===== config.mk =====
export PLATFORM = sky130hd
export DESIGN_NAME = control_unit_flat
export DESIGN_NICKNAME = d
export VERILOG_FILES = /design/src/rtl/cu_pkg.sv /design/src/rtl/control_unit_if.sv /design/src/rtl/cu_wait_cnt.sv /design/src/rtl/control_unit.sv /design/src/flat_wrapper.sv
export SDC_FILE = /design/constraint.sdc
export NUM_CORES = 1
export LEC_CHECK = 0
export CORE_MARGIN = 3
export CORE_UTILIZATION = 30
export DETAILED_ROUTE_END_ITERATION = 16
export SLEW_MARGIN = 10
export SYNTH_ARGS = -nofsm -noshare
export SYNTH_HDL_FRONTEND = slang
export SYNTH_HIERARCHICAL = 1
export SYNTH_SLANG_ARGS = --single-unit

===== constraint.sdc =====
create_clock -name clk -period 5.54 [get_ports clk]
set_input_delay 0.554 -clock clk [delete_from_list [all_inputs] [get_ports clk]]
set_output_delay 0.554 -clock clk [all_outputs]
set_load 0.05 [all_outputs]

===== src/rtl/cu_pkg.sv =====
// Shared definitions for the multicycle control unit: state encodings,
// opcode/funct values, ULA operation codes, datapath mux-select encodings,
// and the decode helpers used by the FSM.
package cu_pkg;

  localparam int unsigned STATE_W    = 5;
  localparam int unsigned WAIT_CNT_W = 3;  // holds MEM_WAIT+1 (max 4)

  typedef logic [STATE_W-1:0] state_t;
  typedef logic [5:0]         op_t;
  typedef logic [2:0]         ula_op_t;
  typedef logic [1:0]         sel2_t;
  typedef logic [2:0]         sel3_t;

  // FSM states
  localparam state_t S_RESET      = 5'd0;
  localparam state_t S_FETCH      = 5'd1;
  localparam state_t S_FETCH_WAIT = 5'd2;
  localparam state_t S_DECODE     = 5'd3;
  localparam state_t S_EXEC_R     = 5'd4;
  localparam state_t S_WB_R       = 5'd5;
  localparam state_t S_EXEC_I     = 5'd6;
  localparam state_t S_WB_I       = 5'd7;
  localparam state_t S_ADDR       = 5'd8;
  localparam state_t S_MEM_RD     = 5'd9;
  localparam state_t S_WB_LW      = 5'd10;
  localparam state_t S_MEM_WR     = 5'd11;
  localparam state_t S_BRANCH     = 5'd12;
  localparam state_t S_JUMP       = 5'd13;
  localparam state_t S_RTE        = 5'd14;
  localparam state_t S_EXC_SAVE   = 5'd15;
  localparam state_t S_EXC_VEC    = 5'd16;
  localparam state_t S_HALT       = 5'd17;

  // Opcodes
  localparam op_t OP_RTYPE = 6'h00;
  localparam op_t OP_J     = 6'h02;
  localparam op_t OP_BEQ   = 6'h04;
  localparam op_t OP_BNE   = 6'h05;
  localparam op_t OP_ADDI  = 6'h08;
  localparam op_t OP_LW    = 6'h23;
  localparam op_t OP_SW    = 6'h2B;

  // R-type funct values
  localparam op_t FN_BREAK = 6'h0D;
  localparam op_t FN_RTE   = 6'h13;
  localparam op_t FN_ADD   = 6'h20;
  localparam op_t FN_SUB   = 6'h22;
  localparam op_t FN_AND   = 6'h24;

  // ULA operations
  localparam ula_op_t ULA_PASS = 3'b000;
  localparam ula_op_t ULA_ADD  = 3'b001;
  localparam ula_op_t ULA_SUB  = 3'b010;
  localparam ula_op_t ULA_AND  = 3'b011;
  localparam ula_op_t ULA_CMP  = 3'b111;

  // ULA A-input select
  localparam sel2_t ULAA_PC = 2'b00;
  localparam sel2_t ULAA_A  = 2'b01;
  localparam sel2_t ULAA_B  = 2'b10;

  // ULA B-input select
  localparam sel2_t ULAB_B        = 2'b00;
  localparam sel2_t ULAB_FOUR     = 2'b01;
  localparam sel2_t ULAB_SEXT     = 2'b10;
  localparam sel2_t ULAB_SEXT_SL2 = 2'b11;

  // PC source select
  localparam sel3_t PCSRC_ULA    = 3'b000;
  localparam sel3_t PCSRC_ALUOUT = 3'b001;
  localparam sel3_t PCSRC_JUMP   = 3'b010;
  localparam sel3_t PCSRC_EXCVEC = 3'b011;
  localparam sel3_t PCSRC_EPC    = 3'b100;

  // Memory address select
  localparam sel2_t ADDR_PC     = 2'b00;
  localparam sel2_t ADDR_ULA    = 2'b01;
  localparam sel2_t ADDR_ALUOUT = 2'b10;

  // Register-file write port selects
  localparam logic WREG_RT      = 1'b0;
  localparam logic WREG_RD      = 1'b1;
  localparam logic WDATA_ALUOUT = 1'b0;
  localparam logic WDATA_MEM    = 1'b1;

  // State following DECODE for a given instruction; anything unrecognised traps.
  function automatic state_t decode_next(op_t op, op_t fn);
    state_t s;
    s = S_EXC_SAVE;
    case (op)
      OP_RTYPE: begin
        case (fn)
          FN_ADD, FN_SUB, FN_AND: s = S_EXEC_R;
          FN_RTE:                 s = S_RTE;
          FN_BREAK:               s = S_HALT;
          default:                s = S_EXC_SAVE;
        endcase
      end
      OP_ADDI:        s = S_EXEC_I;
      OP_LW, OP_SW:   s = S_ADDR;
      OP_BEQ, OP_BNE: s = S_BRANCH;
      OP_J:           s = S_JUMP;
      default:        s = S_EXC_SAVE;
    endcase
    return s;
  endfunction

  // ULA operation for a decoded R-type ALU funct.
  function automatic ula_op_t funct_ula(op_t fn);
    ula_op_t u;
    case (fn)
      FN_SUB:  u = ULA_SUB;
      FN_AND:  u = ULA_AND;
      default: u = ULA_ADD;
    endcase
    return u;
  endfunction

endpackage


===== src/rtl/control_unit_if.sv =====
// Datapath <-> control unit bundle.
//   inputs to control : OPCODE, FUNCT (IR fields), Of/Zero/Eq (ULA flags)
//   outputs of control: write enables, ULA op, mux selects, halted
// modport slave  : the control unit
// modport master : the datapath (or a bench standing in for it)
interface control_unit_if;
  import cu_pkg::*;

  op_t     OPCODE;
  op_t     FUNCT;
  logic    Of;
  logic    Zero;
  logic    Eq;

  logic    PC_w;
  logic    MEM_w;
  logic    IR_w;
  logic    RB_w;
  logic    AB_w;
  logic    ALUOut_w;
  logic    EPC_w;
  ula_op_t ULA_c;
  sel2_t   M_ULAA;
  sel2_t   M_ULAB;
  sel3_t   M_PC_src;
  sel2_t   Mux_addr;
  logic    M_WREG;
  logic    M_WDATA;
  logic    halted;

  modport slave (
    input  OPCODE, FUNCT, Of, Zero, Eq,
    output PC_w, MEM_w, IR_w, RB_w, AB_w, ALUOut_w, EPC_w,
           ULA_c, M_ULAA, M_ULAB, M_PC_src, Mux_addr, M_WREG, M_WDATA, halted
  );

  modport master (
    output OPCODE, FUNCT, Of, Zero, Eq,
    input  PC_w, MEM_w, IR_w, RB_w, AB_w, ALUOut_w, EPC_w,
           ULA_c, M_ULAA, M_ULAB, M_PC_src, Mux_addr, M_WREG, M_WDATA, halted
  );
endinterface


===== src/rtl/cu_wait_cnt.sv =====
// Memory-latency wait counter.
//   clk, reset : clock, async active-high reset
//   load       : (re)load the counter with load_val
//   load_val   : number of cycles the following wait state lasts
//   done_c     : high in the last cycle of the wait window
module cu_wait_cnt
  import cu_pkg::*;
(
  input  logic                  clk,
  input  logic                  reset,
  input  logic                  load,
  input  logic [WAIT_CNT_W-1:0] load_val,
  output logic                  done_c
);

  logic [WAIT_CNT_W-1:0] cnt;

  // Down counter, parks at zero.
  always_ff @(posedge clk or posedge reset) begin
    if (reset) begin
      cnt <= '0;
    end else if (load) begin
      cnt <= load_val;
    end else if (cnt != '0) begin
      cnt <= cnt - WAIT_CNT_W'(1);
    end
  end

  assign done_c = (cnt == WAIT_CNT_W'(1));

endmodule


===== src/rtl/control_unit.sv =====
// Multicycle MIPS-style control unit.
//   clk   : system clock
//   reset : asynchronous active-high reset, forces the RESET state at once
//   bus   : control_unit_if.slave (IR fields + ULA flags in, enables/selects out)
// Parameter MEM_WAIT (1..3): memory wait cycles after each access.
// Macro CTRL_OVERFLOW_EXC_EN: when defined, Of during add/sub/addi execution
// diverts to the exception path instead of writing the register file.
// Outputs are a decode of the state register; the one exception is PC_w in
// BRANCH, which must follow Eq from the compare done in that same cycle.
module control_unit
  import cu_pkg::*;
#(
  parameter int unsigned MEM_WAIT = 1
) (
  input logic           clk,
  input logic           reset,
  control_unit_if.slave bus
);

  state_t                state;
  state_t                state_nxt;
  logic                  cnt_load;
  logic [WAIT_CNT_W-1:0] cnt_val;
  logic                  wait_done_c;

  // Zero is not needed by any state; Of only when the overflow trap is built in.
  logic unused_flags;
  assign unused_flags = ^{bus.Zero, bus.Of};

  cu_wait_cnt u_wait_cnt (
    .clk      (clk),
    .reset    (reset),
    .load     (cnt_load),
    .load_val (cnt_val),
    .done_c   (wait_done_c)
  );

  // State register
  always_ff @(posedge clk or posedge reset) begin
    if (reset) begin
      state <= S_RESET;
    end else begin
      state <= state_nxt;
    end
  end

  // Next state and per-state outputs
  always_comb begin
    state_nxt    = state;
    cnt_load     = 1'b0;
    cnt_val      = WAIT_CNT_W'(MEM_WAIT);
    bus.PC_w     = 1'b0;
    bus.MEM_w    = 1'b0;
    bus.IR_w     = 1'b0;
    bus.RB_w     = 1'b0;
    bus.AB_w     = 1'b0;
    bus.ALUOut_w = 1'b0;
    bus.EPC_w    = 1'b0;
    bus.ULA_c    = ULA_PASS;
    bus.M_ULAA   = ULAA_PC;
    bus.M_ULAB   = ULAB_B;
    bus.M_PC_src = PCSRC_ULA;
    bus.Mux_addr = ADDR_PC;
    bus.M_WREG   = WREG_RT;
    bus.M_WDATA  = WDATA_ALUOUT;
    bus.halted   = 1'b0;

    case (state)
      S_RESET: state_nxt = S_FETCH;

      // Read instruction at PC while the ULA advances PC by 4.
      S_FETCH: begin
        bus.Mux_addr = ADDR_PC;
        bus.M_ULAA   = ULAA_PC;
        bus.M_ULAB   = ULAB_FOUR;
        bus.ULA_c    = ULA_ADD;
        bus.PC_w     = 1'b1;
        bus.M_PC_src = PCSRC_ULA;
        cnt_load     = 1'b1;
        state_nxt    = S_FETCH_WAIT;
      end

      S_FETCH_WAIT: begin
        bus.Mux_addr = ADDR_PC;
        if (wait_done_c) begin
          bus.IR_w  = 1'b1;
          state_nxt = S_DECODE;
        end
      end

      // Latch A/B and precompute the branch target.
      S_DECODE: begin
        bus.AB_w     = 1'b1;
        bus.ALUOut_w = 1'b1;
        bus.M_ULAA   = ULAA_PC;
        bus.M_ULAB   = ULAB_SEXT_SL2;
        bus.ULA_c    = ULA_ADD;
        state_nxt    = decode_next(bus.OPCODE, bus.FUNCT);
      end

      S_EXEC_R: begin
        bus.M_ULAA   = ULAA_A;
        bus.M_ULAB   = ULAB_B;
        bus.ULA_c    = funct_ula(bus.FUNCT);
        bus.ALUOut_w = 1'b1;
        state_nxt    = S_WB_R;
`ifdef CTRL_OVERFLOW_EXC_EN
        if (bus.Of && (bus.FUNCT != FN_AND)) begin
          state_nxt = S_EXC_SAVE;
        end
`endif
      end

      S_WB_R: begin
        bus.RB_w    = 1'b1;
        bus.M_WREG  = WREG_RD;
        bus.M_WDATA = WDATA_ALUOUT;
        state_nxt   = S_FETCH;
      end

      S_EXEC_I: begin
        bus.M_ULAA   = ULAA_A;
        bus.M_ULAB   = ULAB_SEXT;
        bus.ULA_c    = ULA_ADD;
        bus.ALUOut_w = 1'b1;
        state_nxt    = S_WB_I;
`ifdef CTRL_OVERFLOW_EXC_EN
        if (bus.Of) begin
          state_nxt = S_EXC_SAVE;
        end
`endif
      end

      S_WB_I: begin
        bus.RB_w    = 1'b1;
        bus.M_WREG  = WREG_RT;
        bus.M_WDATA = WDATA_ALUOUT;
        state_nxt   = S_FETCH;
      end

      // Effective address; also arms the load window: the access cycle
      // itself plus MEM_WAIT wait cycles.
      S_ADDR: begin
        bus.M_ULAA   = ULAA_A;
        bus.M_ULAB   = ULAB_SEXT;
        bus.ULA_c    = ULA_ADD;
        bus.ALUOut_w = 1'b1;
        cnt_load     = 1'b1;
        cnt_val      = WAIT_CNT_W'(MEM_WAIT + 1);
        state_nxt    = (bus.OPCODE == OP_LW) ? S_MEM_RD : S_MEM_WR;
      end

      S_MEM_RD: begin
        bus.Mux_addr = ADDR_ALUOUT;
        if (wait_done_c) begin
          state_nxt = S_WB_LW;
        end
      end

      S_WB_LW: begin
        bus.RB_w    = 1'b1;
        bus.M_WREG  = WREG_RT;
        bus.M_WDATA = WDATA_MEM;
        state_nxt   = S_FETCH;
      end

      S_MEM_WR: begin
        bus.Mux_addr = ADDR_ALUOUT;
        bus.MEM_w    = 1'b1;
        state_nxt    = S_FETCH;
      end

      // Compare A,B; the target already sits in ALUOut from DECODE.
      S_BRANCH: begin
        bus.M_ULAA   = ULAA_A;
        bus.M_ULAB   = ULAB_B;
        bus.ULA_c    = ULA_CMP;
        bus.M_PC_src = PCSRC_ALUOUT;
        bus.PC_w     = (bus.OPCODE == OP_BEQ) ? bus.Eq : ~bus.Eq;
        state_nxt    = S_FETCH;
      end

      S_JUMP: begin
        bus.PC_w     = 1'b1;
        bus.M_PC_src = PCSRC_JUMP;
        state_nxt    = S_FETCH;
      end

      S_RTE: begin
        bus.PC_w     = 1'b1;
        bus.M_PC_src = PCSRC_EPC;
        state_nxt    = S_FETCH;
      end

      // PC already points past the faulting instruction; save PC-4.
      S_EXC_SAVE: begin
        bus.M_ULAA = ULAA_PC;
        bus.M_ULAB = ULAB_FOUR;
        bus.ULA_c  = ULA_SUB;
        bus.EPC_w  = 1'b1;
        state_nxt  = S_EXC_VEC;
      end

      S_EXC_VEC: begin
        bus.PC_w     = 1'b1;
        bus.M_PC_src = PCSRC_EXCVEC;
        state_nxt    = S_FETCH;
      end

      S_HALT: begin
        bus.halted = 1'b1;
        state_nxt  = S_HALT;
      end

      default: state_nxt = S_FETCH;
    endcase
  end

endmodule


===== src/flat_wrapper.sv =====
// flat-port wrapper written by rule: the top's interface ports become plain ports
module control_unit_flat import cu_pkg::*;
#(
  parameter int unsigned MEM_WAIT = 1
)
  (clk, reset, bus_OPCODE, bus_FUNCT, bus_Of, bus_Zero, bus_Eq, bus_PC_w, bus_MEM_w, bus_IR_w, bus_RB_w, bus_AB_w, bus_ALUOut_w, bus_EPC_w, bus_ULA_c, bus_M_ULAA, bus_M_ULAB, bus_M_PC_src, bus_Mux_addr, bus_M_WREG, bus_M_WDATA, bus_halted);
  control_unit_if bus_i ();
  input logic clk;
  input logic reset;
  input wire logic [$bits(bus_i.OPCODE)-1:0] bus_OPCODE;
  input wire logic [$bits(bus_i.FUNCT)-1:0] bus_FUNCT;
  input wire logic [$bits(bus_i.Of)-1:0] bus_Of;
  input wire logic [$bits(bus_i.Zero)-1:0] bus_Zero;
  input wire logic [$bits(bus_i.Eq)-1:0] bus_Eq;
  output wire logic [$bits(bus_i.PC_w)-1:0] bus_PC_w;
  output wire logic [$bits(bus_i.MEM_w)-1:0] bus_MEM_w;
  output wire logic [$bits(bus_i.IR_w)-1:0] bus_IR_w;
  output wire logic [$bits(bus_i.RB_w)-1:0] bus_RB_w;
  output wire logic [$bits(bus_i.AB_w)-1:0] bus_AB_w;
  output wire logic [$bits(bus_i.ALUOut_w)-1:0] bus_ALUOut_w;
  output wire logic [$bits(bus_i.EPC_w)-1:0] bus_EPC_w;
  output wire logic [$bits(bus_i.ULA_c)-1:0] bus_ULA_c;
  output wire logic [$bits(bus_i.M_ULAA)-1:0] bus_M_ULAA;
  output wire logic [$bits(bus_i.M_ULAB)-1:0] bus_M_ULAB;
  output wire logic [$bits(bus_i.M_PC_src)-1:0] bus_M_PC_src;
  output wire logic [$bits(bus_i.Mux_addr)-1:0] bus_Mux_addr;
  output wire logic [$bits(bus_i.M_WREG)-1:0] bus_M_WREG;
  output wire logic [$bits(bus_i.M_WDATA)-1:0] bus_M_WDATA;
  output wire logic [$bits(bus_i.halted)-1:0] bus_halted;
  assign bus_i.OPCODE = bus_OPCODE;
  assign bus_i.FUNCT = bus_FUNCT;
  assign bus_i.Of = bus_Of;
  assign bus_i.Zero = bus_Zero;
  assign bus_i.Eq = bus_Eq;
  assign bus_PC_w = bus_i.PC_w;
  assign bus_MEM_w = bus_i.MEM_w;
  assign bus_IR_w = bus_i.IR_w;
  assign bus_RB_w = bus_i.RB_w;
  assign bus_AB_w = bus_i.AB_w;
  assign bus_ALUOut_w = bus_i.ALUOut_w;
  assign bus_EPC_w = bus_i.EPC_w;
  assign bus_ULA_c = bus_i.ULA_c;
  assign bus_M_ULAA = bus_i.M_ULAA;
  assign bus_M_ULAB = bus_i.M_ULAB;
  assign bus_M_PC_src = bus_i.M_PC_src;
  assign bus_Mux_addr = bus_i.Mux_addr;
  assign bus_M_WREG = bus_i.M_WREG;
  assign bus_M_WDATA = bus_i.M_WDATA;
  assign bus_halted = bus_i.halted;
  control_unit #(.MEM_WAIT(MEM_WAIT)) u_core (.clk(clk), .reset(reset), .bus(bus_i));
endmodule

==> impl_metrics.env <==
export IMPL_status="finished clean"
export IMPL_port_buffers=34
export IMPL_vias=1273
export IMPL_rsz0062_at_grt="no"
export IMPL_clock_sinks=8
export IMPL_async_flop_share_pct=100.0
export IMPL_dp_hpwl_um=2477
export IMPL_dieArea_mm2=0.004488
export IMPL_multi_input_area_um2=827.0
export IMPL_synth_seq_cells=8
export IMPL_firstDrtPassIters=4
export IMPL_rrSetupSlack_ns=3.26
export IMPL_cp_arrival_ns=3.06
export IMPL_critPathMaxFanout=6
export IMPL_drt_wirelength_per_cell_um=14.17
export IMPL_finalCritPeriodShare_pct=65.24
export IMPL_postCtsSetupBuffers=0
export IMPL_nets=210
export IMPL_htreeDepth=1
export IMPL_ir_drop_mv=0.1458
export IMPL_r2r_start="u_core/state[3]"
export IMPL_first_global_vias=1203
export IMPL_power_leakage_nw=0.5748
export IMPL_die_h_um=67.00
export IMPL_place_inst=231
export IMPL_hold_viol=0
export IMPL_fmax_ghz=0.2767
export IMPL_vias_per_cell=5.440
export IMPL_cts_max_path_buffers=2
export IMPL_area_delta_synth_final_pct=35.43
export IMPL_ff2ff_path_depth=4
export IMPL_grt_pass1_wl_um=5423
export IMPL_pin_count=39
export IMPL_crit_type="in2out"
export IMPL_ys_seq_area_share_pct=17.94
export IMPL_fin_cells=234
export IMPL_timing_final_setup_violations=0
export IMPL_track_usage_pct=15.58
export IMPL_drv_cap=0
export IMPL_ys_warn_count=6
export IMPL_tns_ns=0
export IMPL_cts_root_buffer="clkbuf_8"
export IMPL_ys_types=49
export IMPL_synthCells=160
export IMPL_rows=21
export IMPL_cts_tree="yes"
export IMPL_layout_commonest_cell="clkdlybuf4s50_1"
export IMPL_drc_errors=0
export IMPL_reg2reg_to="u_core/u_wait_cnt/cnt[1]"
export IMPL_fillers=368
export IMPL_ant_nets=0
export IMPL_fin_skew_ns=0.005497
export IMPL_synth_edff_count=0
export IMPL_post_cts_resized=0
export IMPL_initial_core_util_pct=32.18
export IMPL_drtIter0Drc=66
export IMPL_syn_area_mm2=0.001116
export IMPL_fin_crit_ns=3.614
export IMPL_worstMarginPinSlew_ns=0.9217
export IMPL_clk_latency_ns=0.23
export IMPL_gr_total_overflow=0
export IMPL_die_x_um=67.00
export IMPL_finalWirelength_um=3316
export IMPL_hold_buffers=0
export IMPL_powerDensity_mw_per_mm2=536.8
export IMPL_diodes=0
export IMPL_antenna_found_initial=0
export IMPL_synth_top_cell_by_area="dfrtp_1"
export IMPL_grt_start_max_net_pins=26
export IMPL_hp_class="in2async"
export IMPL_register_area_um2=200.2
export IMPL_numCtsBuffers=3
export IMPL_synthFlopType="dfrtp_1"
export IMPL_layout_drive_gt1_share_pct=6.383
export IMPL_synth_area_leaders="dfrtp_1, nor2_1, nand2b_1"
export IMPL_layout_common_cells="clkdlybuf4s50_1, nor2_1, inv_1"
export IMPL_critPathCaptureType="output port"
export IMPL_core_mm2=0.003468
export IMPL_slew_headroom_pct=37.99
export IMPL_avgSynthCellArea_um2=6.975
export IMPL_finalMaxSlewViolations=0
export IMPL_cp_required_ns=4.99
export IMPL_clk_pin_slew_ns=0.04
export IMPL_place_gp_congestion=0.8702
export IMPL_crit_path_start_kind="input port"
export IMPL_synth_top_area_share_pct=17.94
-- state kept, by name, summed over array words and instances, names as in the netlist --
name,flops
u_core/state,5
u_core/u_wait_cnt/cnt,3
-- synth_stat cells (all sizes together) (3+ instances only) --
master	instances
clkbuf	5
o21ai	7
ha	3
nand2	4
or3	3
a21oi	8
inv	12
a211oi	3
nor2	21
dfrtp	8
nor3	11
or3b	3
nor4b	3
buf	6
a31oi	5
nand2b	9
nor2b	6
or2	5
nor4	3
-- area by class of cell --
| class | count | share of cell area [%] |
|---|---|---|
| tap | 46 | 3.808 |
| sequential | 8 | 13.25 |
| timing repair buffer | 34 | 22.52 |
| multi-input combinational | 131 | 54.72 |
| inverter | 12 | 2.980 |
| clock buffer | 3 | 2.732 |
-- through the flow --
step                      hold WS [ns]  utilization [%]  worst slack [ns]  cell area [um2]  power [W]
after CTS                       0.5270            43.58             1.926             1511  0.0008097
after floorplan                 0.3076                -             2.054             1124  0.0005716
after global routing            0.5680            43.58             1.725             1511  0.0008803
after detailed placement        0.6652            42.39             1.955             1470  0.0007368
after global placement          0.6435            42.39             1.918             1470  0.0007242
final                           0.5275            43.58             1.926             1511  0.0008114
-- kinds of logic (layout without fill, tap and decap cells) --
kind of cell | count (synthesis) | count (layout) | synth area share, %
fa+ha+maj | 3 | 3 | 3.364
simple gates | 81 | 81 | 41.93
compound gates | 42 | 42 | 26.23
flops | 8 | 8 | 17.94
buf+inv | 23 | 49 | 8.632
other cells | 1 | 3 | 0.3360
xor+xnor | 2 | 2 | 1.570
-- routing by layer --
metal | share of wire [%] | vias to the layer above | GRT usage, % | wire, um
met1 | 46 | 580 | 20.63 | 1535
met4 | 1.4 | 0 | 6.835 | 48
met2 | 46 | 43 | 25.12 | 1536
met3 | 5.9 | 5 | 1.855 | 195
li1 | - | 645 | - | -
met5 | 0 | - | 0 | 0
-- power by group --
group / switching, W / internal [W]
sequential: 0.0000786 / 0.0000844
combinational: 0.000361 / 0.000217
clock: 0.0000226 / 0.0000470
-- critical path, cell delays in order --
cell	delay [ns]
clkdlybuf4s50_1	0.48
or4_4	0.59
o21ai_0	0.19
a21oi_1	0.11
o41ai_1	0.27
clkdlybuf4s50_1	0.87
-- worst max path at each step --
stage,start,cells after the start,slack (ns),to
2_1_floorplan,bus_OPCODE[1],4,2.05,bus_PC_w
3_3_place_gp,bus_OPCODE[1],6,1.92,bus_PC_w
3_5_place_dp,bus_OPCODE[1],6,1.95,bus_PC_w
4_1_cts,bus_OPCODE[1],6,1.93,bus_PC_w
5_1_grt,bus_OPCODE[1],6,1.72,bus_PC_w
6_report,bus_OPCODE[1],6,1.93,bus_PC_w
(Power assumes the default switching activity.)
